===== config.mk =====
export PLATFORM = sky130hd
export DESIGN_NAME = alarm_bank_flat
export DESIGN_NICKNAME = d
export VERILOG_FILES = /design/src/rtl/alarm_bank_if.sv /design/src/rtl/alarm_bank.sv /design/src/flat_wrapper.sv
export SDC_FILE = /design/constraint.sdc
export NUM_CORES = 1
export LEC_CHECK = 0
export ABC_AREA = 0
export BUFFER_PORTS_ARGS = -buffer_cell sky130_fd_sc_hd__buf_2
export CAP_MARGIN = 5
export CORE_MARGIN = 2
export CORE_UTILIZATION = 54
export DETAILED_ROUTE_END_ITERATION = 16
export PLACE_DENSITY = 0.81
export SKIP_LAST_GASP = 1
export SLEW_MARGIN = 20
export SYNTH_ARGS = -nofsm -noshare
export SYNTH_HDL_FRONTEND = slang
export SYNTH_SLANG_ARGS = --single-unit

===== constraint.sdc =====
create_clock -name clock -period 2.4 [get_ports clock]
set_input_delay 0.24 -clock clock [delete_from_list [all_inputs] [get_ports clock]]
set_output_delay 0.24 -clock clock [all_outputs]
set_load 0.01 [all_outputs]

===== src/rtl/alarm_bank_if.sv =====
// Front-panel / timebase bundle for alarm_bank: running time and edit levels in,
// selected setting, per-channel enables and ring request out.
interface alarm_bank_if #(
  parameter int CHANNELS = 4,
  parameter int SW       = (CHANNELS > 1) ? $clog2(CHANNELS) : 1
);
  logic                sec_tick;
  logic [5:0]          cur_second;
  logic [5:0]          cur_minute;
  logic [5:0]          cur_hour;
  logic [SW-1:0]       sel;
  logic                minute_set;
  logic                hour_set;
  logic                dec;
  logic                enable_set;
  logic                stop;
  logic                snooze;
  logic [5:0]          second_data;
  logic [5:0]          minute_data;
  logic [5:0]          hour_data;
  logic [CHANNELS-1:0] enable_data;
  logic                ring;
  logic [SW-1:0]       ring_channel;

  modport master (
    output sec_tick, cur_second, cur_minute, cur_hour, sel,
           minute_set, hour_set, dec, enable_set, stop, snooze,
    input  second_data, minute_data, hour_data, enable_data, ring, ring_channel
  );

  modport slave (
    input  sec_tick, cur_second, cur_minute, cur_hour, sel,
           minute_set, hour_set, dec, enable_set, stop, snooze,
    output second_data, minute_data, hour_data, enable_data, ring, ring_channel
  );
endinterface


===== src/rtl/alarm_bank.sv =====
// Multi-channel hour/minute alarm store with per-channel enable and a
// ring / snooze / auto-timeout FSM driving the buzzer request.
module alarm_bank #(
  parameter int CHANNELS       = 4,
  parameter int HOUR_MAX       = 23,
  parameter int MINUTE_MAX     = 59,
  parameter int RING_SECONDS   = 60,
  parameter int SNOOZE_SECONDS = 300
) (
  input  logic         clock,
  input  logic         reset,
  alarm_bank_if.slave  bus
);
  localparam int SW  = (CHANNELS > 1) ? $clog2(CHANNELS) : 1;
  localparam int RCW = $clog2(RING_SECONDS + 1);
  localparam int SCW = $clog2(SNOOZE_SECONDS + 1);

  typedef enum logic [1:0] {IDLE, RING, SNOOZE} state_t;

  function automatic logic [5:0] step_field(input logic [5:0] v, input logic down,
                                            input logic [5:0] vmax);
    if (down) return (v == 6'd0) ? vmax : v - 6'd1;
    return (v == vmax) ? 6'd0 : v + 6'd1;
  endfunction

  logic min_prev_q, hr_prev_q, en_prev_q, stop_prev_q, snz_prev_q;
  logic min_ev, hr_ev, en_ev, stop_ev, snz_ev;

  logic [CHANNELS-1:0][5:0] min_q, min_d, hr_q, hr_d;
  logic [CHANNELS-1:0]      en_q, en_d;

  state_t         state_q;
  logic           ring_q;
  logic [SW-1:0]  ring_ch_q;
  logic [RCW-1:0] ring_cnt_q;
  logic [SCW-1:0] snz_cnt_q;

  logic          sel_ok;
  logic [SW-1:0] sel_idx;
  logic          match, drop_ev;
  logic [SW-1:0] match_ch;

  assign min_ev  = bus.minute_set & ~min_prev_q;
  assign hr_ev   = bus.hour_set   & ~hr_prev_q;
  assign en_ev   = bus.enable_set & ~en_prev_q;
  assign stop_ev = bus.stop       & ~stop_prev_q;
  assign snz_ev  = bus.snooze     & ~snz_prev_q;

  // Out-of-range selects neither edit nor display anything but channel 0.
  assign sel_ok  = int'(bus.sel) < CHANNELS;
  assign sel_idx = sel_ok ? bus.sel : '0;

  // Turning off the channel that owns the current ring/snooze cancels it.
  assign drop_ev = en_ev && sel_ok && (sel_idx == ring_ch_q) && en_q[sel_idx];

  always_comb begin
    min_d = min_q;
    hr_d  = hr_q;
    en_d  = en_q;
    if (sel_ok) begin
      if (min_ev) min_d[sel_idx] = step_field(min_q[sel_idx], bus.dec, 6'(MINUTE_MAX));
      if (hr_ev)  hr_d[sel_idx]  = step_field(hr_q[sel_idx], bus.dec, 6'(HOUR_MAX));
      if (en_ev)  en_d[sel_idx]  = ~en_q[sel_idx];
    end
  end

  // Scan downward so the lowest matching index is the one left standing.
  always_comb begin
    match    = 1'b0;
    match_ch = '0;
    for (int i = CHANNELS - 1; i >= 0; i--) begin
      if (en_q[i] && (hr_q[i] == bus.cur_hour) && (min_q[i] == bus.cur_minute)) begin
        match    = 1'b1;
        match_ch = SW'(i);
      end
    end
    if (!(bus.sec_tick && (bus.cur_second == 6'd0))) match = 1'b0;
  end

  always_ff @(posedge clock or posedge reset) begin
    if (reset) begin
      min_prev_q  <= 1'b0;
      hr_prev_q   <= 1'b0;
      en_prev_q   <= 1'b0;
      stop_prev_q <= 1'b0;
      snz_prev_q  <= 1'b0;
      min_q       <= '0;
      hr_q        <= '0;
      en_q        <= '0;
    end else begin
      min_prev_q  <= bus.minute_set;
      hr_prev_q   <= bus.hour_set;
      en_prev_q   <= bus.enable_set;
      stop_prev_q <= bus.stop;
      snz_prev_q  <= bus.snooze;
      min_q       <= min_d;
      hr_q        <= hr_d;
      en_q        <= en_d;
    end
  end

  always_ff @(posedge clock or posedge reset) begin
    if (reset) begin
      state_q    <= IDLE;
      ring_q     <= 1'b0;
      ring_ch_q  <= '0;
      ring_cnt_q <= '0;
      snz_cnt_q  <= '0;
    end else begin
      case (state_q)
        IDLE: begin
          if (match) begin
            state_q    <= RING;
            ring_q     <= 1'b1;
            ring_ch_q  <= match_ch;
            ring_cnt_q <= '0;
          end
        end
        RING: begin
          if (stop_ev || drop_ev) begin
            state_q <= IDLE;
            ring_q  <= 1'b0;
          end else if (snz_ev) begin
            state_q   <= SNOOZE;
            ring_q    <= 1'b0;
            snz_cnt_q <= SCW'(SNOOZE_SECONDS);
          end else if (bus.sec_tick) begin
            ring_cnt_q <= ring_cnt_q + RCW'(1);
            if (ring_cnt_q == RCW'(RING_SECONDS - 1)) begin
              state_q <= IDLE;
              ring_q  <= 1'b0;
            end
          end
        end
        SNOOZE: begin
          if (stop_ev || drop_ev) begin
            state_q <= IDLE;
          end else if (bus.sec_tick) begin
            snz_cnt_q <= snz_cnt_q - SCW'(1);
            if (snz_cnt_q == SCW'(1)) begin
              state_q    <= RING;
              ring_q     <= 1'b1;
              ring_cnt_q <= '0;
            end
          end
        end
        default: begin
          state_q <= IDLE;
          ring_q  <= 1'b0;
        end
      endcase
    end
  end

  assign bus.second_data  = 6'd0;
  assign bus.minute_data  = min_q[sel_idx];
  assign bus.hour_data    = hr_q[sel_idx];
  assign bus.enable_data  = en_q;
  assign bus.ring         = ring_q;
  assign bus.ring_channel = ring_ch_q;
endmodule


===== src/flat_wrapper.sv =====
// flat-port wrapper written by rule: the top's interface ports become plain ports
module alarm_bank_flat 
#(
  parameter int CHANNELS       = 4,
  parameter int HOUR_MAX       = 23,
  parameter int MINUTE_MAX     = 59,
  parameter int RING_SECONDS   = 60,
  parameter int SNOOZE_SECONDS = 300
)
  (clock, reset, bus_sec_tick, bus_cur_second, bus_cur_minute, bus_cur_hour, bus_sel, bus_minute_set, bus_hour_set, bus_dec, bus_enable_set, bus_stop, bus_snooze, bus_second_data, bus_minute_data, bus_hour_data, bus_enable_data, bus_ring, bus_ring_channel);
  alarm_bank_if #(.CHANNELS(CHANNELS)) bus_i ();
  input  logic clock;
  input  logic reset;
  input wire logic [$bits(bus_i.sec_tick)-1:0] bus_sec_tick;
  input wire logic [$bits(bus_i.cur_second)-1:0] bus_cur_second;
  input wire logic [$bits(bus_i.cur_minute)-1:0] bus_cur_minute;
  input wire logic [$bits(bus_i.cur_hour)-1:0] bus_cur_hour;
  input wire logic [$bits(bus_i.sel)-1:0] bus_sel;
  input wire logic [$bits(bus_i.minute_set)-1:0] bus_minute_set;
  input wire logic [$bits(bus_i.hour_set)-1:0] bus_hour_set;
  input wire logic [$bits(bus_i.dec)-1:0] bus_dec;
  input wire logic [$bits(bus_i.enable_set)-1:0] bus_enable_set;
  input wire logic [$bits(bus_i.stop)-1:0] bus_stop;
  input wire logic [$bits(bus_i.snooze)-1:0] bus_snooze;
  output wire logic [$bits(bus_i.second_data)-1:0] bus_second_data;
  output wire logic [$bits(bus_i.minute_data)-1:0] bus_minute_data;
  output wire logic [$bits(bus_i.hour_data)-1:0] bus_hour_data;
  output wire logic [$bits(bus_i.enable_data)-1:0] bus_enable_data;
  output wire logic [$bits(bus_i.ring)-1:0] bus_ring;
  output wire logic [$bits(bus_i.ring_channel)-1:0] bus_ring_channel;
  assign bus_i.sec_tick = bus_sec_tick;
  assign bus_i.cur_second = bus_cur_second;
  assign bus_i.cur_minute = bus_cur_minute;
  assign bus_i.cur_hour = bus_cur_hour;
  assign bus_i.sel = bus_sel;
  assign bus_i.minute_set = bus_minute_set;
  assign bus_i.hour_set = bus_hour_set;
  assign bus_i.dec = bus_dec;
  assign bus_i.enable_set = bus_enable_set;
  assign bus_i.stop = bus_stop;
  assign bus_i.snooze = bus_snooze;
  assign bus_second_data = bus_i.second_data;
  assign bus_minute_data = bus_i.minute_data;
  assign bus_hour_data = bus_i.hour_data;
  assign bus_enable_data = bus_i.enable_data;
  assign bus_ring = bus_i.ring;
  assign bus_ring_channel = bus_i.ring_channel;
  alarm_bank #(.CHANNELS(CHANNELS), .HOUR_MAX(HOUR_MAX), .MINUTE_MAX(MINUTE_MAX), .RING_SECONDS(RING_SECONDS), .SNOOZE_SECONDS(SNOOZE_SECONDS)) u_core (.clock(clock), .reset(reset), .bus(bus_i));
endmodule

==> summary.txt <==
outcome = finished with violations
failing checks = setup timing
Layout Utilization = 0.675
detailed placement HPWL = 9270 µm
CP arrival = 2.64 ns
multi-input logic area = 0.00283 mm²
Synth Warn # = 0
top cell type's share of synthesized area = 0.391
internal power = 3.94 mW
largest area contributor in the netlist = dfrtp_1
post-route minimum period = 2.43 ns
PwrDens = 1090 mW/mm²
Clock Power Share = 0.186
Clk pin slew, worst setup/hold paths = 0.08 ns
filler instances = 671
antenna cells = 0
Remaining Overflow, GRT = 0
vias post-DR = 4234
dpl cell area = 0.00546 mm²
CTS tree = built
DP Worst Slack = -0.186 ns
syn_area_per_cell = 9.52 µm²
combinational power share = 0.471
crit start category = flop
synth cell count leaders = nand2_1 (86), dfrtp_1 (77), xnor2_1 (62)
Initial Util = 0.562
clock root buffer = clkbuf_8
RSZ-0062 raised after global routing = yes
Core Region = 0.00876 mm²
Setup crit end kind = flop
Die Span Y = 99.5 µm
GR Util All Layers = 0.265
register bit total from synthesis = 77
first-pass GRT wire length = 20600 µm
clock sink count = 77
CTS Buf Count = 9
fmax = 412 MHz
H-tree lvl count = 3
Antenna Violating Nets Remaining = 0
vias in the first global route = 4254
Iter 0 DRT Violations = 278
Post-synth EDFFs = 0
max_slew headroom = 0.556
actual slew at the worst max-slew pin = 0.659 ns
clk_skew = 0.00490 ns
share of cells above drive strength 1 = 0.277
PortBufs = 47
Setup WS post-layout = -0.0254 ns
Switch Pwr = 2.52 mW
Worst-Skew Late Latency = 0.36 ns
Die X = 99.5 µm
fin crit share = 1.01
clock buffer depth = 2
Worst Path Required = 2.61 ns
fin area = 0.00591 mm²
FP Rows = 34
I/O pins = 54
Tot Pwr = 6.46 mW
die area = 0.00990 mm²
Seq/Total Area, Yosys = 0.391
Most used DFF post-synth = dfrtp_1
HP Class = in -> reg
Crit Path Category = reg -> reg
flop2flop setup slack = -0.03 ns
DR WL/cell = 17.8 µm
Hold Vio Cnt, Final = 0
Switching Share = 0.390
WL final = 12800 µm
Yosys cell types = 60
final setup vio count = 3
drt drc = 0
Layout area overhead = 20.1%
register area = 0.00193 mm²
Leakage = 2.57 nW
cells after synthesis = 517
initial antenna violation count = 0
maximum fanout along the worst path = 4
asr flop ratio synth = 1.00
vias per cell = 5.90
most frequent cell after synthesis = nand2_1
Max Cap Viol = 0
fin nets = 643
Initial DRT Pass Iterations = 5
Max IR drop VDD = 0.000369 V
sequential share of power = 0.343
Final Slew Violations = 0
pin count of the biggest net entering global routing = 40
Mapped Area = 0.00492 mm²
leading post-synthesis cells by cell area = dfrtp_1 (39%), xnor2_1 (11%), nand2_1 (6.6%), mux4_2 (4.6%), o21ai_0 (3.8%)
gpl congestion = 0.872
==> logic make-up after synthesis <==
group                    share of synthesized area
flip-flops                                   0.391
AO/OA/AOI/OAI                                0.120
AND/OR/NAND/NOR                              0.207
other                                     0.000762
buffers and inverters                       0.0508
multiplexers                                0.0912
adder cells (fa/ha/maj)                     0.0229
XOR/XNOR                                     0.116
==> worst paths after layout <==
kind,startpoint,end,depth (start not counted)
min,bus_sec_tick,u_core.state_q[1]$_DFFE_PP0P_,3
max reg2reg,u_core.hr_q[18]$_DFFE_PP0P_,u_core.hr_q[9]$_DFFE_PP0P_,8
max,u_core.hr_q[18]$_DFFE_PP0P_,u_core.hr_q[9]$_DFFE_PP0P_,8
min reg2reg,u_core.bus.ring$_DFFE_PP0P_,u_core.bus.ring$_DFFE_PP0P_,1
max in group asynchronous,reset,u_core.min_q[15]$_DFFE_PP0P_,4
min in group asynchronous,reset,u_core.snz_cnt_q[4]$_DFFE_PP0P_,3
==> state kept, by name, indices dropped and copies added (netlist names) <==
register                 cells
u_core.hr_q                 24
u_core.min_q                24
u_core.snz_cnt_q             9
u_core.ring_cnt_q            6
u_core.bus.enable_data       4
u_core.bus.ring_channel      2
u_core.state_q               2
u_core.bus.ring              1
u_core.en_prev_q             1
u_core.hr_prev_q             1
u_core.min_prev_q            1
u_core.snz_prev_q            1
u_core.stop_prev_q           1
==> layout make-up <==
cell class,instances,share of cell area
Multi-Input combinational cell,398,0.479
Inverter,11,0.00698
Timing Repair Buffer,108,0.124
Sequential cell,77,0.326
Clock buffer,9,0.0209
Clock inverter,7,0.0207
Tap cell,108,0.0228
==> power groups by stage <==
stage / Combinational (mW) / Sequential [mW] / Clock, mW
final: 3.04 / 2.22 / 1.20
after global routing: 3.33 / 2.26 / 1.27
after CTS: 2.80 / 2.19 / 1.22
after detailed placement: 2.73 / 2.22 / 0
after global placement: 2.63 / 2.18 / 0
after floorplan: 1.85 / 2.09 / 0
==> through the flow <==
stage	TNS (ns)	std cells	hold WS (ns)
final	-0.0410	718	0.304
after global routing	-0.363	718	0.314
after CTS	0	709	0.282
after detailed placement	-1.14	686	0.323
after global placement	-0.264	686	0.319
after floorplan	0	522	0.271
==> layout by cell type, fill, tap and decap left out, types with 4 or more instances in the layout <==
master	netlist	routed
nand4_1	12	12
conb_1	1	6
mux4_2	10	13
xnor2_1	62	62
nor2_1	22	22
a31oi_1	5	5
buf_2	4	47
inv_2	0	5
nor3_2	4	4
buf_4	8	53
o31ai_1	7	7
ha_1	9	6
dfrtp_1	77	77
o21ai_1	10	9
nand2b_1	7	7
mux2_2	8	7
nand2_1	86	86
dlygate4sd3_1	0	6
clkbuf_8	0	9
nor2b_1	12	11
nor4_1	6	6
a21oi_1	6	6
o21a_1	4	4
nand3_1	21	20
nor3_1	5	5
o21ai_0	37	37
inv_1	11	6
and2_1	7	7
==> what timing repair did <==
action / in CTS / in global routing
pin swaps: 1 / 6
gates resized for setup: 2 / 17
hold endpoints to repair: 28 / 0
buffers inserted: 1 / 9
hold buffers: 6 / 0
setup endpoints to repair: 4 / 27
==> critical path, stage by stage, from the launching register on <==
cell and delay, ns:
dfrtp_1 0.41, mux4_2 0.53, inv_2 0.10, ha_4 0.13
nor2b_4 0.14, nand2_1 0.08, a311o_1 0.40, a221oi_4 0.35
a31oi_1 0.14
==> routing by layer <==
metal / routed length (µm) / vias up / GRT usage / part of all wire
met5: 0 / - / 0 / 0
met4: 278 / 0 / 0.0875 / 0.022
li1: - / 1967 / - / -
met3: 873 / 38 / 0.0513 / 0.068
met2: 6440 / 162 / 0.449 / 0.50
met1: 5210 / 2067 / 0.345 / 0.41
Power figures use the tool's default switching activity.
